<file path="config.mk">
export PLATFORM = sky130hd
export DESIGN_NAME = cnn_cell_seq
export DESIGN_NICKNAME = d
export VERILOG_FILES = /design/src/rtl/cnn_pkg.sv /design/src/rtl/cnn_sat.sv /design/src/rtl/cnn_cell_seq.sv
export SDC_FILE = /design/constraint.sdc
export NUM_CORES = 1
export LEC_CHECK = 0
export CAP_MARGIN = 20
export CORE_ASPECT_RATIO = 1.4
export CORE_MARGIN = 2
export CORE_UTILIZATION = 25
export DETAILED_ROUTE_END_ITERATION = 6
export GPL_ROUTABILITY_DRIVEN = 0
export GPL_TIMING_DRIVEN = 1
export MAX_ROUTING_LAYER = met4
export PLACE_DENSITY = 0.43
export SLEW_MARGIN = 20
export SYNTH_ARGS = -nofsm -noshare
export SYNTH_HDL_FRONTEND = slang
export SYNTH_SLANG_ARGS = --single-unit
</file>
<file path="constraint.sdc">
create_clock -name clk -period 17.09 [get_ports clk]
set_clock_uncertainty 0.2 [all_clocks]
set_input_delay 3.418 -clock clk [delete_from_list [all_inputs] [get_ports clk]]
set_output_delay 3.418 -clock clk [all_outputs]
set_load 0.02 [all_outputs]
</file>
<file path="src/rtl/cnn_pkg.sv">
// Shared types and sizing helpers for the CNN cell family.
package cnn_pkg;

   typedef enum logic [1:0] {IDLE, MAC, SAT, DONE} cnn_state_e;

   localparam int CNN_DW_DEF   = 9;
   localparam int CNN_FRAC_DEF = 4;

   // Wide enough for the shifted bias plus 2*TAPS full-width products.
   function automatic int cnn_acc_width(input int dw, input int taps);
      return 2 * dw + $clog2(2 * taps + 1);
   endfunction

endpackage

</file>
<file path="src/rtl/cnn_sat.sv">
// Output nonlinearity: floor-shift accumulator by FRAC, clamp state to DW bits and output to +/-1.0.
// Purely combinational; no handshake.
module cnn_sat
   import cnn_pkg::*;
#(
   parameter int DW   = CNN_DW_DEF,
   parameter int FRAC = CNN_FRAC_DEF,
   parameter int AW   = cnn_acc_width(CNN_DW_DEF, 9)
) (
   input  logic signed [AW-1:0] acc_i,
   output logic signed [DW-1:0] x_o,
   output logic signed [DW-1:0] y_o
);

   localparam logic signed [AW-1:0] X_MAX = AW'((2 ** (DW - 1)) - 1);
   localparam logic signed [AW-1:0] X_MIN = AW'(-(2 ** (DW - 1)));
   localparam logic signed [AW-1:0] Y_MAX = AW'(2 ** FRAC);
   localparam logic signed [AW-1:0] Y_MIN = AW'(-(2 ** FRAC));

   logic signed [AW-1:0] x_full;

   always_comb begin
      x_full = acc_i >>> FRAC;
      if (x_full > X_MAX)      x_o = X_MAX[DW-1:0];
      else if (x_full < X_MIN) x_o = X_MIN[DW-1:0];
      else                     x_o = x_full[DW-1:0];
      if (x_full > Y_MAX)      y_o = Y_MAX[DW-1:0];
      else if (x_full < Y_MIN) y_o = Y_MIN[DW-1:0];
      else                     y_o = x_full[DW-1:0];
   end

endmodule

</file>
<file path="src/rtl/cnn_cell_seq.sv">
// Sequential CNN cell, one template tap per cycle; early stop via CNN_CELL_CONVERGE_EN.
// Latency N*(TAPS+1)+1 cycles from start to done; start is ignored while busy.
module cnn_cell_seq
   import cnn_pkg::*;
#(
   parameter int DW   = CNN_DW_DEF,
   parameter int FRAC = CNN_FRAC_DEF,
   parameter int TAPS = 9
) (
   input  logic               clk,
   input  logic               rst,
   input  logic               start,
   input  logic [TAPS*DW-1:0] a_flat,
   input  logic [TAPS*DW-1:0] b_flat,
   input  logic [TAPS*DW-1:0] u_flat,
   input  logic [TAPS*DW-1:0] y_flat,
   input  logic [DW-1:0]      i_bias,
   input  logic [7:0]         iters,
   output logic               busy,
   output logic               done,
   output logic               converged,
   output logic [DW-1:0]      x_out,
   output logic [DW-1:0]      y_out
);

   localparam int AW = cnn_acc_width(DW, TAPS);
   localparam int C  = TAPS / 2;
   localparam int TW = (TAPS > 1) ? $clog2(TAPS) : 1;

   cnn_state_e           state_q;
   logic [TAPS*DW-1:0]   a_q, b_q, u_q, yt_q;
   logic [DW-1:0]        bias_q;
   logic [7:0]           iter_q;
   logic [TW-1:0]        tap_q;
   logic signed [AW-1:0] acc_q;
   logic                 busy_q, done_q, conv_q;
   logic [DW-1:0]        x_q, yo_q;

   logic signed [DW-1:0]   a_t [TAPS];
   logic signed [DW-1:0]   b_t [TAPS];
   logic signed [DW-1:0]   u_t [TAPS];
   logic signed [DW-1:0]   y_t [TAPS];
   logic signed [2*DW-1:0] p_ay, p_bu;
   logic signed [AW-1:0]   mac_term, bias_in, bias_lat;
   logic signed [DW-1:0]   sat_x, sat_y;
   logic                   conv_hit;

   for (genvar k = 0; k < TAPS; k++) begin : g_tap
      assign a_t[k] = a_q[k*DW +: DW];
      assign b_t[k] = b_q[k*DW +: DW];
      assign u_t[k] = u_q[k*DW +: DW];
      assign y_t[k] = yt_q[k*DW +: DW];
   end

   assign p_ay     = a_t[tap_q] * y_t[tap_q];
   assign p_bu     = b_t[tap_q] * u_t[tap_q];
   assign mac_term = {{(AW-2*DW){p_ay[2*DW-1]}}, p_ay} + {{(AW-2*DW){p_bu[2*DW-1]}}, p_bu};
   assign bias_in  = {{(AW-DW){i_bias[DW-1]}}, i_bias} <<< FRAC;
   assign bias_lat = {{(AW-DW){bias_q[DW-1]}}, bias_q} <<< FRAC;

   cnn_sat #(.DW(DW), .FRAC(FRAC), .AW(AW)) u_sat (
      .acc_i (acc_q),
      .x_o   (sat_x),
      .y_o   (sat_y)
   );

`ifdef CNN_CELL_CONVERGE_EN
   // Set after the first SAT of a run so the comparison sees a real previous output.
   logic prev_vld_q;
   always_ff @(posedge clk) begin
      if (rst)                           prev_vld_q <= 1'b0;
      else if (state_q == IDLE && start) prev_vld_q <= 1'b0;
      else if (state_q == SAT)           prev_vld_q <= 1'b1;
   end
   assign conv_hit = prev_vld_q && (sat_y == yo_q);
`else
   assign conv_hit = 1'b0;
`endif

   always_ff @(posedge clk) begin
      if (rst) begin
         state_q <= IDLE;
         busy_q  <= 1'b0;
         done_q  <= 1'b0;
         conv_q  <= 1'b0;
         x_q     <= '0;
         yo_q    <= '0;
         acc_q   <= '0;
         iter_q  <= '0;
         tap_q   <= '0;
      end else begin
         done_q <= 1'b0;
         case (state_q)
            IDLE: if (start) begin
               a_q     <= a_flat;
               b_q     <= b_flat;
               u_q     <= u_flat;
               yt_q    <= y_flat;
               bias_q  <= i_bias;
               iter_q  <= (iters == 8'd0) ? 8'd1 : iters;
               acc_q   <= bias_in;
               tap_q   <= '0;
               conv_q  <= 1'b0;
               busy_q  <= 1'b1;
               state_q <= MAC;
            end
            MAC: begin
               acc_q <= acc_q + mac_term;
               if (tap_q == TW'(TAPS - 1)) begin
                  tap_q   <= '0;
                  state_q <= SAT;
               end else begin
                  tap_q <= tap_q + 1'b1;
               end
            end
            SAT: begin
               x_q               <= sat_x;
               yo_q              <= sat_y;
               yt_q[C*DW +: DW]  <= sat_y;
               if (iter_q == 8'd1 || conv_hit) begin
                  done_q  <= 1'b1;
                  conv_q  <= conv_hit;
                  state_q <= DONE;
               end else begin
                  iter_q  <= iter_q - 8'd1;
                  acc_q   <= bias_lat;
                  state_q <= MAC;
               end
            end
            DONE: begin
               busy_q  <= 1'b0;
               state_q <= IDLE;
            end
            default: state_q <= IDLE;
         endcase
      end
   end

   assign busy      = busy_q;
   assign done      = done_q;
   assign converged = conv_q;
   assign x_out     = x_q;
   assign y_out     = yo_q;

endmodule

</file>
==> results of run 1 <==
[per-stage QoR]
stage          std cells  hold slack, ps  area (µm²)  util (%)  setup WS (ps)
3_3_place_gp        3227             243       27800      30.7           7340
2_1_floorplan       1702             232       22800         -           4140
6_report            3313             262       29200      32.3           7530
3_5_place_dp        3227             253       27800      30.7           7290
4_1_cts             3300             262       29200      32.2           7270
5_1_grt             3312             280       29200      32.3           6870
[registers in the layout, summed over array words and instances (netlist names)]
signal and flops:
tap_q 4, acc_q 23, x_out 9, bias_q 9, yt_q 81, state_q 2, a_q 81, y_out 9
busy 1, done 1, b_q 81, iter_q 8, u_q 81
[routing by layer]
layer  GRT usage (%)  vias up  share of wire, %
li1                -     6627                 -
met1            16.1     7218                37
met2            27.3      347                55
met3            3.03       74               5.1
met4            4.91        0               2.9
met5               -        -                 0
[cell families after synthesis]
kind of cell	synth area share (%)
other	0.0165
and+or+nand+nor	8.23
xor gates and xnor gates	0.923
muxes	8.75
AOI/OAI and AO/OA	4.77
buffers and inverters	5.21
DFF	48.9
adders and majority gates	23.2
[worst min-delay path, cell delays in order (launching register included)]
cell	delay (ps)
dfxtp_1	310
nand2_1	50
a21oi_1	50
[area by class of cell]
class / instances / area (µm²) / area share, %
inverter: 253 / 950 / 3.25
clock buffer: 46 / 1090 / 3.71
multi-input combinational: 1008 / 10500 / 35.8
tap: 1197 / 1500 / 5.12
sequential: 390 / 11200 / 38.1
timing repair buffer: 379 / 3760 / 12.9
antenna: 13 / 32.5 / 0.111
clock inverter: 27 / 300 / 1.03
[cell usage in the layout, fill, tap and decap left out, types with 9 or more instances in the layout]
master / instances
clkdlybuf4s50_1: 362
mux4_2: 72
mux2i_1: 37
and2_1: 16
o21ai_0: 16
clkbuf_16: 42
diode_2: 13
clkinv_2: 9
ha_1: 86
o21ai_1: 19
nand2_1: 155
nor2b_1: 23
nor3_1: 19
a21oi_1: 63
nand2b_1: 19
dfxtp_1: 53
a211oi_1: 14
edfxtp_1: 333
fa_1: 210
inv_1: 252
nor2_1: 120
buf_4: 15
xnor2_1: 16
[final timing paths]
kind	startpoint	slack [ps]	cells past startpoint	end
max reg2reg	tap_q[0]$_SDFFE_PP0P_	7530	25	acc_q[22]$_SDFFE_PP0P_
min	acc_q[3]$_SDFFE_PP0P_	260	2	acc_q[3]$_SDFFE_PP0P_
min reg2reg	acc_q[3]$_SDFFE_PP0P_	260	2	acc_q[3]$_SDFFE_PP0P_
max	tap_q[0]$_SDFFE_PP0P_	7530	25	acc_q[22]$_SDFFE_PP0P_
==> impl_metrics.toml, run 1 <==
[floorplanning]
rows = 131
die_w_um = 259
die_area_mm2 = 0.0936
start_util_pct = 25.1
fp.coreArea_mm2 = 0.0906
die_y_um = 361
num_io_pins = 365

[run_status]
status = "complete, no violations"

[synthesis]
syn-num-nets = 2342
ys_types = 64
synth_area_leader_cell = "edfxtp_1"
syn_area_per_cell_um2 = 13.4
synth_area_leaders = "edfxtp_1, fa_1, mux4_2"
synthCells = 1702
yosysWarnings = 0
synth_ff_type = "edfxtp_1"
ys_ff_latch = 390
yosysMostFrequentCell = "edfxtp_1"
netlist_area_mm2 = 0.0228
netlist_top_cells_count = "edfxtp_1, inv_1, fa_1"
synth_seq_area_share_pct = 48.9
synth_edf_count = 333
synth_top_area_share_pct = 43.9
synthArstFlopShare_pct = 0

[critical_path]
critPathCaptureType = "flop"
slowest_delay_ps = 720
setup.worst_path.class = "flop to flop"
path_delay_family = "adder cells"
worstPathArrival_ps = 9860
crit_buf_inv = 4
critPathMaxFanout = 39
crit_slowest_cell = "buf_4"
cp-start-kind = "flop"
critPathRequiredTime_ps = 17390
crit_top_cell = "fa_1"

[clock_network]
cts_buffers = 40
clockBufferDepth = 3
cts-root-buf = "clkbuf_16"
post-cts-setup-buffers = 0
cts.sinks = 390
ctsHoldBuffers = 0
clkTransAtPathRegs_ps = 70
htree_num_levels = 2
tritoncts = "yes"
clk_latency_ps = 580
cts_resized = 0

[timing]
fmax_ghz = 0.105
slew_headroom_pct = 27.5
finalCritPeriodShare_pct = 55.9
period_needed_ps = 9560
slew_viol_final = 0
tightest_slew_ps = 1090
finalSetupViolCount = 0
hold_viol = 0
rsz0062_at_grt = "no"
finalSetupTns_ps = 0

[flow_run]
maxCapViolCount = 0

[grt]
grt_first_pass_wirelength_um = 101000
overflow = 0
antenna_found_initial = 12
grt_pass1_vias = 16000
track_usage_pct = 15.0
grt_max_degree = 176

[final_layout]
syn_to_final_growth_pct = 28.4
nets = 2712
n_fill_cell = 8958
drive_gt1_share_pct = 8.56

[placement]
portBuffers = 363
dp.final_hpwl_um = 53900

[detailed_routing]
num_vias = 14300
final_antenna_net_count = 0
firstDrtPassIters = 5
drcViolationCount = 0
wl_um = 67600
drt_iter0_markers = 738
vias_per_cell = 4.31
wl_per_cell_um = 20.4

[hold_path]
min_path_type = "flop to flop"
Power of run 1 is not shown: default switching activity piles up to over one toggle a cycle in this logic, so the estimate is an artifact.
==> run 2: changes to the inputs <==
PLACE_DENSITY = 0.41   (was 0.43)
clock period = 9.1 ns   (was 17.09 ns; I/O delays follow)
==> run 2 against run 1 <==
First-iteration DRC count is 15% lower. Global-route usage is 0.057 points lower. Die area stayed put. Sequential share of layout area is 0.24 points lower.
==> impl_metrics.toml, run 2 (synthesized netlist as in run 1, its figures left out) <==
[grt]
grt_max_degree = 150
antenna_found_initial = 8
grt_pass1_vias = 16100
grt_first_pass_wirelength_um = 101000
track_usage_pct = 14.9
overflow = 0

[floorplanning]
die_y_um = 361
rows = 131
die_w_um = 259
start_util_pct = 25.1
num_io_pins = 365
die_area_mm2 = 0.0936
fp.coreArea_mm2 = 0.0906

[detailed_routing]
vias_per_cell = 4.27
drcViolationCount = 0
drt_iter0_markers = 626
firstDrtPassIters = 5
wl_um = 67900
num_vias = 14300
final_antenna_net_count = 0
wl_per_cell_um = 20.3

[critical_path]
worstPathArrival_ps = 8900
setup.worst_path.class = "flop to flop"
critPathCaptureType = "flop"
critPathRequiredTime_ps = 9370
ff2ff_path_depth = 24
cp-start-kind = "flop"
critPathMaxFanout = 25

[timing]
hold_viol = 0
tightest_slew_ps = 1070
finalSetupViolCount = 0
period_needed_ps = 8630
finalCritPeriodShare_pct = 94.8
slew_viol_final = 0
finalSetupTns_ps = 0
rsz0062_at_grt = "no"
fmax_ghz = 0.116
slew_headroom_pct = 28.7

[final_layout]
n_fill_cell = 9023
drive_gt1_share_pct = 9.69
nets = 2746
syn_to_final_growth_pct = 29.2
final_common_cell = "clkdlybuf4s50_1"
most-common-layout-cells = "clkdlybuf4s50_1, edfxtp_1, inv_1"

[clock_network]
cts_buffers = 40
post-cts-setup-buffers = 0
cts_resized = 0
cts-root-buf = "clkbuf_16"
tritoncts = "yes"
ctsHoldBuffers = 0
clkTransAtPathRegs_ps = 70
clockBufferDepth = 3
clk_latency_ps = 580
cts.sinks = 390
htree_num_levels = 2

[hold_path]
min_path_type = "flop to flop"
hold_path_depth = 2

[flow_run]
maxCapViolCount = 0

[placement]
dp.final_hpwl_um = 55500
portBuffers = 363

[run_status]
status = "complete, no violations"
## run 2: worst max-delay path, cell delays in order, from the launching register on
cell	delay, ps
dfxtp_4	680
buf_4	280
mux4_2	510
mux2i_1	210
nor2_1	70
a21oi_1	620
nor2_1	150
fa_1	540
inv_1	50
fa_1	470
fa_1	520
inv_1	50
fa_1	470
fa_1	530
fa_1	520
fa_1	490
ha_1	370
and4_1	250
and4b_1	170
o21ai_1	130
a31oi_1	180
nor4_2	180
nor3_1	110
or4b_1	460
a311oi_1	250
## run 2: cell type report
| type | count | area, µm² | share of cell area (%) |
|---|---|---|---|
| repair buffers | 413 | 4080 | 13.9 |
| diodes | 8 | 20.0 | 0.0680 |
| inverters | 253 | 950 | 3.23 |
| clock buffers | 48 | 1040 | 3.54 |
| clock inverters | 25 | 230 | 0.782 |
| multi-input cells | 1008 | 10500 | 35.5 |
| flip-flops and latches | 390 | 11200 | 37.9 |
| well taps | 1197 | 1500 | 5.09 |
## run 2: stage by stage
step	worst slack (ps)	cell area, µm²	instances	hold WS [ps]	util [%]
final	474	29400	3342	256	32.5
after CTS	427	29400	3334	265	32.4
after global routing	34.0	29400	3342	277	32.5
after global placement	577	28100	3261	247	31.0
after floorplan	1390	22800	1702	232	-
after detailed placement	460	28100	3261	255	31.0
## run 2: worst paths after layout
check,from,end,slack (ps)
max,tap_q[0]$_SDFFE_PP0P_,acc_q[22]$_SDFFE_PP0P_,470
min,acc_q[0]$_SDFFE_PP0P_,acc_q[0]$_SDFFE_PP0P_,260
max reg2reg,tap_q[0]$_SDFFE_PP0P_,acc_q[22]$_SDFFE_PP0P_,470
min reg2reg,acc_q[0]$_SDFFE_PP0P_,acc_q[0]$_SDFFE_PP0P_,260
## run 2: layer usage
metal | up-vias | share of wire, % | global-route usage, %
met5 | - | 0 | -
met4 | 0 | 2.1 | 3.89
met3 | 69 | 4.1 | 2.40
met2 | 304 | 56 | 27.8
met1 | 7223 | 38 | 16.3
li1 | 6685 | - | -
Power of run 2 is left out for the same reason.
